### config.mk
export PLATFORM = sky130hd
export DESIGN_NAME = life_engine_flat
export DESIGN_NICKNAME = d
export VERILOG_FILES = /design/src/rtl/life_engine_if.sv /design/src/rtl/life_engine.sv /design/src/flat_wrapper.sv
export SDC_FILE = /design/constraint.sdc
export NUM_CORES = 1
export LEC_CHECK = 0
export CAP_MARGIN = 20
export CELL_PAD_IN_SITES_DETAIL_PLACEMENT = 0
export CELL_PAD_IN_SITES_GLOBAL_PLACEMENT = 1
export CORE_MARGIN = 8
export CORE_UTILIZATION = 45
export DETAILED_ROUTE_END_ITERATION = 7
export PLACE_DENSITY = 0.76
export SKIP_CTS_REPAIR_TIMING = 1
export SLEW_MARGIN = 20
export SYNTH_ARGS = -nofsm -noshare
export SYNTH_HDL_FRONTEND = slang
export SYNTH_SLANG_ARGS = --single-unit
export TNS_END_PERCENT = 10
### constraint.sdc
create_clock -name clk -period 6.7 [get_ports clk]
set_clock_uncertainty 0.1 [all_clocks]
set_input_delay 1.34 -clock clk [delete_from_list [all_inputs] [get_ports clk]]
set_output_delay 1.34 -clock clk [all_outputs]
set_load 0.03 [all_outputs]
### src/rtl/life_engine_if.sv
// Control, edit and status signals of the life engine, grouped for port
// connection. The master side drives controls; the slave side is the engine.
interface life_engine_if #(
    parameter int unsigned X     = 8,
    parameter int unsigned Y     = 8,
    parameter int unsigned LOG2X = 3,
    parameter int unsigned LOG2Y = 3,
    parameter int unsigned GENW  = 16
);
    logic             run;
    logic             step;
    logic             tick;
    logic             clear;
    logic             key_flip;
    logic [LOG2X-1:0] cursor_x;
    logic [LOG2Y-1:0] cursor_y;
    logic [X*Y-1:0]   data;
    logic [GENW-1:0]  gen_count;
    logic             running;
    logic             stable;

    modport master (
        output run, step, tick, clear, key_flip, cursor_x, cursor_y,
        input  data, gen_count, running, stable
    );

    modport slave (
        input  run, step, tick, clear, key_flip, cursor_x, cursor_y,
        output data, gen_count, running, stable
    );
endinterface

### src/rtl/life_engine.sv
// Parallel Game-of-Life grid with run/step/halt control, cursor edits and a
// generation counter; birth/survival rules and edge wrapping are parameters.
module life_engine #(
    parameter int unsigned X       = 8,
    parameter int unsigned Y       = 8,
    parameter int unsigned LOG2X   = 3,
    parameter int unsigned LOG2Y   = 3,
    parameter logic [8:0]  BIRTH   = 9'b000001000,
    parameter logic [8:0]  SURVIVE = 9'b000001100,
    parameter bit          WRAP    = 1'b1,
    parameter int unsigned GENW    = 16
) (
    input logic          clk,
    input logic          reset,
    life_engine_if.slave bus
);
    localparam int unsigned N  = X * Y;
    localparam int unsigned IW = (N > 1) ? $clog2(N) : 1;

    typedef enum logic [1:0] {IDLE, RUN, HALT, CLEAR} state_e;

    state_e          state_q;
    logic [N-1:0]    data_q;
    logic [GENW-1:0] gen_q;
    logic            stable_q;
    logic            key_q;

    logic [N-1:0]    life_d;
    logic [N-1:0]    edit_mask;
    logic            edit_ok;
    logic [3:0]      ncount;
    int unsigned     nidx;
    logic [31:0]     cx_w;
    logic [31:0]     cy_w;
    logic            key_fall;
    logic            do_gen;
    logic            do_edit;
    logic            unchanged;

    assign cx_w = {{(32-LOG2X){1'b0}}, bus.cursor_x};
    assign cy_w = {{(32-LOG2Y){1'b0}}, bus.cursor_y};

    // Neighbour offsets run 0..2 (meaning -1..+1) so all index math stays unsigned.
    always_comb begin
        life_d = '0;
        ncount = '0;
        nidx   = 0;
        for (int unsigned y = 0; y < Y; y++) begin
            for (int unsigned x = 0; x < X; x++) begin
                ncount = '0;
                for (int unsigned dy = 0; dy < 3; dy++) begin
                    for (int unsigned dx = 0; dx < 3; dx++) begin
                        if (!(dx == 1 && dy == 1)) begin
                            if (WRAP) begin
                                nidx   = ((y + Y + dy - 1) % Y) * X + ((x + X + dx - 1) % X);
                                ncount = ncount + {3'b000, data_q[IW'(nidx)]};
                            end else if ((x + dx >= 1) && (x + dx <= X) &&
                                         (y + dy >= 1) && (y + dy <= Y)) begin
                                nidx   = (y + dy - 1) * X + (x + dx - 1);
                                ncount = ncount + {3'b000, data_q[IW'(nidx)]};
                            end
                        end
                    end
                end
                life_d[IW'(y * X + x)] = data_q[IW'(y * X + x)] ? SURVIVE[ncount] : BIRTH[ncount];
            end
        end
    end

    always_comb begin
        edit_ok   = 1'b0;
        edit_mask = '0;
        if ((cx_w < X) && (cy_w < Y)) begin
            edit_ok = 1'b1;
            edit_mask[IW'(cy_w * X + cx_w)] = 1'b1;
        end
    end

    assign key_fall  = key_q & ~bus.key_flip;
    assign unchanged = (life_d == data_q);
    assign do_gen    = ((state_q == IDLE) && !bus.run && bus.step) ||
                       ((state_q == RUN) && bus.run && bus.tick);
    assign do_edit   = key_fall && edit_ok && ((state_q == IDLE) || (state_q == HALT));

    // Clear outranks a generation, which outranks an edit on the same edge.
    always_ff @(posedge clk or negedge reset) begin
        if (!reset) begin
            state_q  <= IDLE;
            data_q   <= '0;
            gen_q    <= '0;
            stable_q <= 1'b0;
            key_q    <= 1'b0;
        end else begin
            key_q <= bus.key_flip;
            if (bus.clear) begin
                state_q  <= CLEAR;
                data_q   <= '0;
                gen_q    <= '0;
                stable_q <= 1'b0;
            end else begin
                if (do_gen) begin
                    data_q   <= life_d;
                    gen_q    <= gen_q + GENW'(1);
                    stable_q <= unchanged;
                end else if (do_edit) begin
                    data_q   <= data_q ^ edit_mask;
                    stable_q <= 1'b0;
                end
                unique case (state_q)
                    IDLE:  if (bus.run) state_q <= RUN;
                    RUN: begin
                        if (!bus.run)                   state_q <= IDLE;
                        else if (bus.tick && unchanged) state_q <= HALT;
                    end
                    HALT:  if (!bus.run) state_q <= IDLE;
                    CLEAR: state_q <= IDLE;
                endcase
            end
        end
    end

    assign bus.data      = data_q;
    assign bus.gen_count = gen_q;
    assign bus.stable    = stable_q;
    assign bus.running   = (state_q == RUN);
endmodule

### src/flat_wrapper.sv
// flat-port wrapper written by rule: the top's interface ports become plain ports
module life_engine_flat 
#(
    parameter int unsigned X       = 8,
    parameter int unsigned Y       = 8,
    parameter int unsigned LOG2X   = 3,
    parameter int unsigned LOG2Y   = 3,
    parameter logic [8:0]  BIRTH   = 9'b000001000,
    parameter logic [8:0]  SURVIVE = 9'b000001100,
    parameter bit          WRAP    = 1'b1,
    parameter int unsigned GENW    = 16
)
  (clk, reset, bus_run, bus_step, bus_tick, bus_clear, bus_key_flip, bus_cursor_x, bus_cursor_y, bus_data, bus_gen_count, bus_running, bus_stable);
  life_engine_if #(.X(X), .Y(Y), .LOG2X(LOG2X), .LOG2Y(LOG2Y), .GENW(GENW)) bus_i ();
  input logic clk;
  input logic reset;
  input wire logic [$bits(bus_i.run)-1:0] bus_run;
  input wire logic [$bits(bus_i.step)-1:0] bus_step;
  input wire logic [$bits(bus_i.tick)-1:0] bus_tick;
  input wire logic [$bits(bus_i.clear)-1:0] bus_clear;
  input wire logic [$bits(bus_i.key_flip)-1:0] bus_key_flip;
  input wire logic [$bits(bus_i.cursor_x)-1:0] bus_cursor_x;
  input wire logic [$bits(bus_i.cursor_y)-1:0] bus_cursor_y;
  output wire logic [$bits(bus_i.data)-1:0] bus_data;
  output wire logic [$bits(bus_i.gen_count)-1:0] bus_gen_count;
  output wire logic [$bits(bus_i.running)-1:0] bus_running;
  output wire logic [$bits(bus_i.stable)-1:0] bus_stable;
  assign bus_i.run = bus_run;
  assign bus_i.step = bus_step;
  assign bus_i.tick = bus_tick;
  assign bus_i.clear = bus_clear;
  assign bus_i.key_flip = bus_key_flip;
  assign bus_i.cursor_x = bus_cursor_x;
  assign bus_i.cursor_y = bus_cursor_y;
  assign bus_data = bus_i.data;
  assign bus_gen_count = bus_i.gen_count;
  assign bus_running = bus_i.running;
  assign bus_stable = bus_i.stable;
  life_engine #(.X(X), .Y(Y), .LOG2X(LOG2X), .LOG2Y(LOG2Y), .BIRTH(BIRTH), .SURVIVE(SURVIVE), .WRAP(WRAP), .GENW(GENW)) u_core (.clk(clk), .reset(reset), .bus(bus_i));
endmodule
Word level (Yosys, flattened, before mapping). Memories as Yosys holds them, arrays and structs flattened. Cells that the tools add are included.

Register bits after elaboration: 84. Latch bits: 0. Memory bits (writable): 0. Memory bits (read-only): 2048. Output and inout bits: 82. Logic and storage cells: 887. Memories: 128.

Add/sub/neg operators: 450. $mul: 0. Div/mod/pow operators: 0. $lt $le $gt $ge: 68. Eq/ne operators: 7. Shifts and indexed selects: 0. Multiplexer cells: 210. Bitwise gates (word level): 3. Reduce and logical (&&, ||, !) cells: 16.

Memories: (no name shown) (depth 16, width 1, read ports 1, clocked after Yosys merged registers in 0, write ports 0, RTL line life_engine.sv:65) `life_d[IW'(y * X + x)] = data_q[IW'(y * X + x)] ? SURVIVE[ncount] : BIRTH[ncount];`; (no name shown) (depth 16, width 1, read ports 1, clocked after Yosys merged registers in 0, write ports 0, RTL line life_engine.sv:65); (no name shown) (depth 16, width 1, read ports 1, clocked after Yosys merged registers in 0, write ports 0, RTL line life_engine.sv:65); (no name shown) (depth 16, width 1, read ports 1, clocked after Yosys merged registers in 0, write ports 0, RTL line life_engine.sv:65); (no name shown) (depth 16, width 1, read ports 1, clocked after Yosys merged registers in 0, write ports 0, RTL line life_engine.sv:65); (no name shown) (depth 16, width 1, read ports 1, clocked after Yosys merged registers in 0, write ports 0, RTL line life_engine.sv:65); 122 more memories.

Operators by type and width (number): $add 4x1->4 (384); $lt 4x5->1 const B (64); $mux 64 (4); $mux 1 (197); $add 1x1->2 (64); $eq 64x64->1 (1); $xor 64x64->64 (1); $mux 16 (2); $add 16x1->16 const B (1); $mux 2 (5); $logic_and 1x1->1 (9); $lt 3x4->1 const B (2); $pmux 2 s4 (1); $lt 6x7->1 const B (1); $add 6x3->6 (1); $demux 1 s6 (1); $ge 6x1->1 const B (1); $ne 3x3->1 const B (2); $eq 2x2->1 const B (2); $ne 4x3->1 const B (1); $reduce_and 3->1 (1); $reduce_bool 3->1 (1); $eq 2x1->1 const B (1); $logic_not 2->1 (1); other kinds (5) (6).

Depth between registers and ports, before layout.
Depth after elaboration: 16. Gate-level depth with buffers: 15.

Least setup slack after synthesis. No wires, ideal clock.

Path kind: reg2reg. Start point: reg u_core.data_q[44] (netlist: u_core.bus.data[44]). End point: reg u_core.state_q[0]. Setup time: 0.120 ns. Data arrival time: 4.981 ns. Data required time: 6.480 ns. Slack: 1.500 ns. Stages on the path, launching flop included: 16. Buffers on the path: 0. Cell sequence: dfrtp_1 > inv_1 > fa_1 > fa_1 > fa_1 > inv_1 > ha_1 > fa_1 > and3b_1 > and2_0 > or4_4 > a2111oi_4 > nand4_2 > nor4_4 > nand3_1 > a31o_1.

Cells in the longest elaborated chain, start to end: 14. Elaborated cells on any way between the ends: 80. Classes of those cells: 35 x add/sub; 2 x eq/ne; 25 x mux; 2 x reduce/logical; 16 x memory.

RTL lines: start: declaration (RTL line life_engine.sv:23) `logic [N-1:0] data_q;`; start signal: assignment (RTL line life_engine.sv:102) `data_q <= life_d;`; start signal: assignment (RTL line life_engine.sv:106) `data_q <= data_q ^ edit_mask;`; $add 1x1->2 (RTL line life_engine.sv:56) `ncount = ncount + {3'b000, data_q[IW'(nidx)]};`; $add 4x1->4 (6 in a row) (RTL line life_engine.sv:56); $mem_v2 16x1; $mux 1 (not written as such) (RTL line life_engine.sv:65); $mux 1 (RTL line life_engine.sv:65); $eq 64x64->1 (*) (RTL line life_engine.sv:80) `assign unchanged = (life_d == data_q);`; $logic_and 1x1->1 (*) (RTL line life_engine.sv:113) `else if (bus.tick && unchanged) state_q <= HALT;`; $ne 4x3->1 (no line) (*); $reduce_and 3->1 (no line) (*); end signal: assignment (RTL line life_engine.sv:112) `if (!bus.run) state_q <= IDLE;`; end signal: assignment (RTL line life_engine.sv:113); end signal: assignment (RTL line life_engine.sv:115) `HALT: if (!bus.run) state_q <= IDLE;`; end: declaration (RTL line life_engine.sv:22) `state_e state_q;`.

Every way passes the cells marked *; elsewhere a longest branch is shown, timed or not. The select of a mux whose other input is x is not followed. A chain may end at the register's enable or synchronous reset.

Worst setup path in the final report.
Start point: reg u_core.data_q[11] (netlist: u_core.bus.data[11]). End point: reg u_core.state_q[0].

The elaborated chain is that of the path after synthesis.

==> reports/results.ini <==
[critical_path]
critical_path_arrival_ns=5.97
r2r_start=u_core.bus.data[11]$_DFFE_PN0P_
startpoint=u_core.bus.data[11]$_DFFE_PN0P_
cp_max_fo=8
path_common_cell=fa_1
cp-start-kind=flop
crit_path_end_kind=flop
path_buf_inv=1
cp_slowest_cell=dfrtp_1
path_cells=inv_1 -> fa_1 -> fa_1 -> fa_1 -> fa_1 -> or4b_1 -> o211ai_1 -> o2111ai_1 -> a2111oi_0 -> nand4_1 -> nor4_2 -> nand3_1 -> a31o_1
slowest_delay_ns=0.69
crit_type=reg2reg
cp.required_ns=6.91
critical_path.top_delay_family=adder cells

[floorplan]
start_util=0.453
fp.dieW_um=213
core_mm2=0.0384
rows=72
dieArea_mm2=0.0452
io_pins=95
die_h_um=213

[finish]
finalNonFillerCells=2596
final_cell_area_mm2=0.0193
most-common-layout-cells=344 x inv_1, 255 x fa_1, 193 x ha_1
diodes=0
final_layout_size_suffix_gt1_frac=0.0390
area_growth_syn_to_layout_pct=11.2
layout_commonest_cell=inv_1
nets=2534

[place]
io_buffer_count=94
place_area_mm2=0.0190
place.gp.congestion=1.02
placed_cells=2580
dpl.hpwl_um=57500

[timing]
maxSlewHeadroom=0.207
rsz0062_at_grt=no
final-max-slew-violation-count=0
finalHoldViolCount=0
timing.final.crit_period_ns=5.76
setup_viol=0
final.setup.tns_ns=0
fin_crit_sh=0.860
max_freq_ghz=0.174
worst_pin_slew_ns=1.19

[yosys]
ys_ff_latch=84
synthDominantCellAreaShare=0.294
ys_warn_count=0
ys_seq_area_frac=0.121
syn_avg_cell_area_um2=8.73
synthTopCellsByArea=fa_1 29%, ha_1 14%, dfrtp_1 12%
yosys_most_used_dff=dfrtp_1
syn_area_mm2=0.0174
syn-instance-count=1991
synth_cell_types=79
async_flop_share=1.00
synth_nets=2452
yosysTopAreaCell=fa_1
synth-edff-count=0

[route]
drtIter0Drc=1544
routedWlPerCell_um=28.1
drt-total-wl_um=73000
route.detailed.drc=0
viasPerCell=6.23
postRouteAntennaNets=0
firstDrtPassIters=5
vias=16200

[power]
power.density_mw_per_mm2=371
swShare=0.575
switching_power_mw=4.12
p_leak_nw=8.48
intPower_mw=3.05
seqPwrFrac=0.117
p_total_mw=7.17
vdd_drop_max_mv=0.217
comb_power_share=0.799
clock_power_share=0.084

[clock_tree]
cts-root-buf=clkbuf_16
clk_transition_reported_paths_ns=0.09
clockBufferDepth=2
insertion_delay_ns=0.42
tritoncts=done
numCtsBuffers=9
cts.sinks=84
h-tree-depth=3

[grt]
grt_max_degree=85
antenna_found_initial=0
grt_pass1_wl_um=108000
grt_util_all_layers=0.330
overflow=0
grt_pass1_vias=16300

[flow_run]
max-cap-violations=0

[worst_hold_path]
hold_class=reg2reg
hp-start=u_core.bus.stable$_DFFE_PN0P_

[status]
status=finished, final reports clean

synthesized netlist by cell type (5+ instances only):
| cell type | count |
|---|---|
| inv_1 | 344 |
| fa_1 | 255 |
| ha_1 | 193 |
| a21oi_1 | 161 |
| nor2_1 | 123 |
| nand2_1 | 104 |
| o21ai_0 | 93 |
| dfrtp_1 | 84 |
| nand2b_1 | 55 |
| nand3_1 | 52 |
| clkbuf_1 | 49 |
| nor3_1 | 44 |
| nand4_1 | 32 |
| nor2b_1 | 32 |
| nor3b_1 | 27 |
| a31oi_1 | 26 |
| nor4b_1 | 23 |
| a22oi_1 | 21 |
| or3_1 | 19 |
| o22ai_1 | 18 |
| xnor2_1 | 17 |
| a22o_1 | 12 |
| mux2i_1 | 12 |
| a211oi_1 | 11 |
| nand3b_1 | 10 |
| and3_1 | 8 |
| and3b_1 | 8 |
| nor4_1 | 8 |
| o311ai_0 | 8 |
| o31ai_1 | 8 |
| xor2_1 | 8 |
| a21o_1 | 7 |
| and2_1 | 6 |
| buf_1 | 6 |
| a2111oi_0 | 5 |
| mux2_2 | 5 |
| o21ai_1 | 5 |
| or2_2 | 5 |
final timing paths:
path / end / slack [ns] / cells past startpoint
min: u_core.bus.stable$_DFFE_PN0P_ / 0.42 / 2
max: u_core.state_q[0]$_DFFE_PN0P_ / 0.94 / 13
max in group asynchronous: u_core.bus.data[20]$_DFFE_PN0P_ / 4.30 / 2
min in group asynchronous: u_core.bus.gen_count[9]$_DFFE_PN0P_ / 0.79 / 1
min reg2reg: u_core.bus.stable$_DFFE_PN0P_ / 0.42 / 2
max reg2reg: u_core.state_q[0]$_DFFE_PN0P_ / 0.94 / 13
flip-flops by register name (all words and copies together), names as in the netlist:
signal and count:
u_core.key_q 1, u_core.bus.stable 1, u_core.bus.gen_count 16, u_core.state_q 2, u_core.bus.data 64
stage by stage:
stage	hold WS (ns)	setup slack, ns	utilization
2_1_floorplan	0.527	1.50	-
3_3_place_gp	0.396	0.940	0.496
3_5_place_dp	0.401	0.998	0.496
4_1_cts	0.420	0.971	0.504
5_1_grt	0.465	0.618	0.504
6_report	0.421	0.941	0.504
power by group through the flow:
stage / clock (mW) / combinational [mW] / sequential, mW
after floorplan: 0 / 3.56 / 0.939
after global placement: 0 / 5.53 / 0.838
after detailed placement: 0 / 5.61 / 0.840
after CTS: 0.608 / 5.65 / 0.831
after global routing: 0.620 / 6.31 / 0.853
final: 0.601 / 5.73 / 0.838
layout make-up:
| class | instances | area, um2 |
|---|---|---|
| fill | 3713 | 19000 |
| multi-input combinational | 1506 | 13800 |
| sequential | 84 | 2100 |
| inverter | 346 | 1300 |
| timing repair buffer | 126 | 1170 |
| tap | 518 | 648 |
| clock buffer | 9 | 225 |
| clock inverter | 7 | 76.3 |
cells by family after synthesis:
logic type | share of synthesized area
adders and majority gates | 0.433
muxes | 0.0101
buffers and inverters | 0.0866
AOI/OAI and AO/OA | 0.153
xor gates and xnor gates | 0.0126
and+or+nand+nor | 0.184
DFF | 0.121
routing by layer:
| metal | up-vias | track usage | wire length (um) | part of all wire |
|---|---|---|---|---|
| li1 | 6984 | - | - | - |
| met2 | 772 | 0.517 | 33200 | 0.45 |
| met1 | 8244 | 0.430 | 29600 | 0.41 |
| met5 | - | 0 | 0 | 0 |
| met4 | 0 | 0.176 | 4230 | 0.058 |
| met3 | 170 | 0.0625 | 5960 | 0.082 |
tightest hold or removal path, delay by kind of cell, from the launching register on:
family	cells	cell delay, ns
AO/OA/AOI/OAI	1	0.06
flip-flops	1	0.36
AND/OR/NAND/NOR	1	0.07
Power figures use the tool's default switching activity.
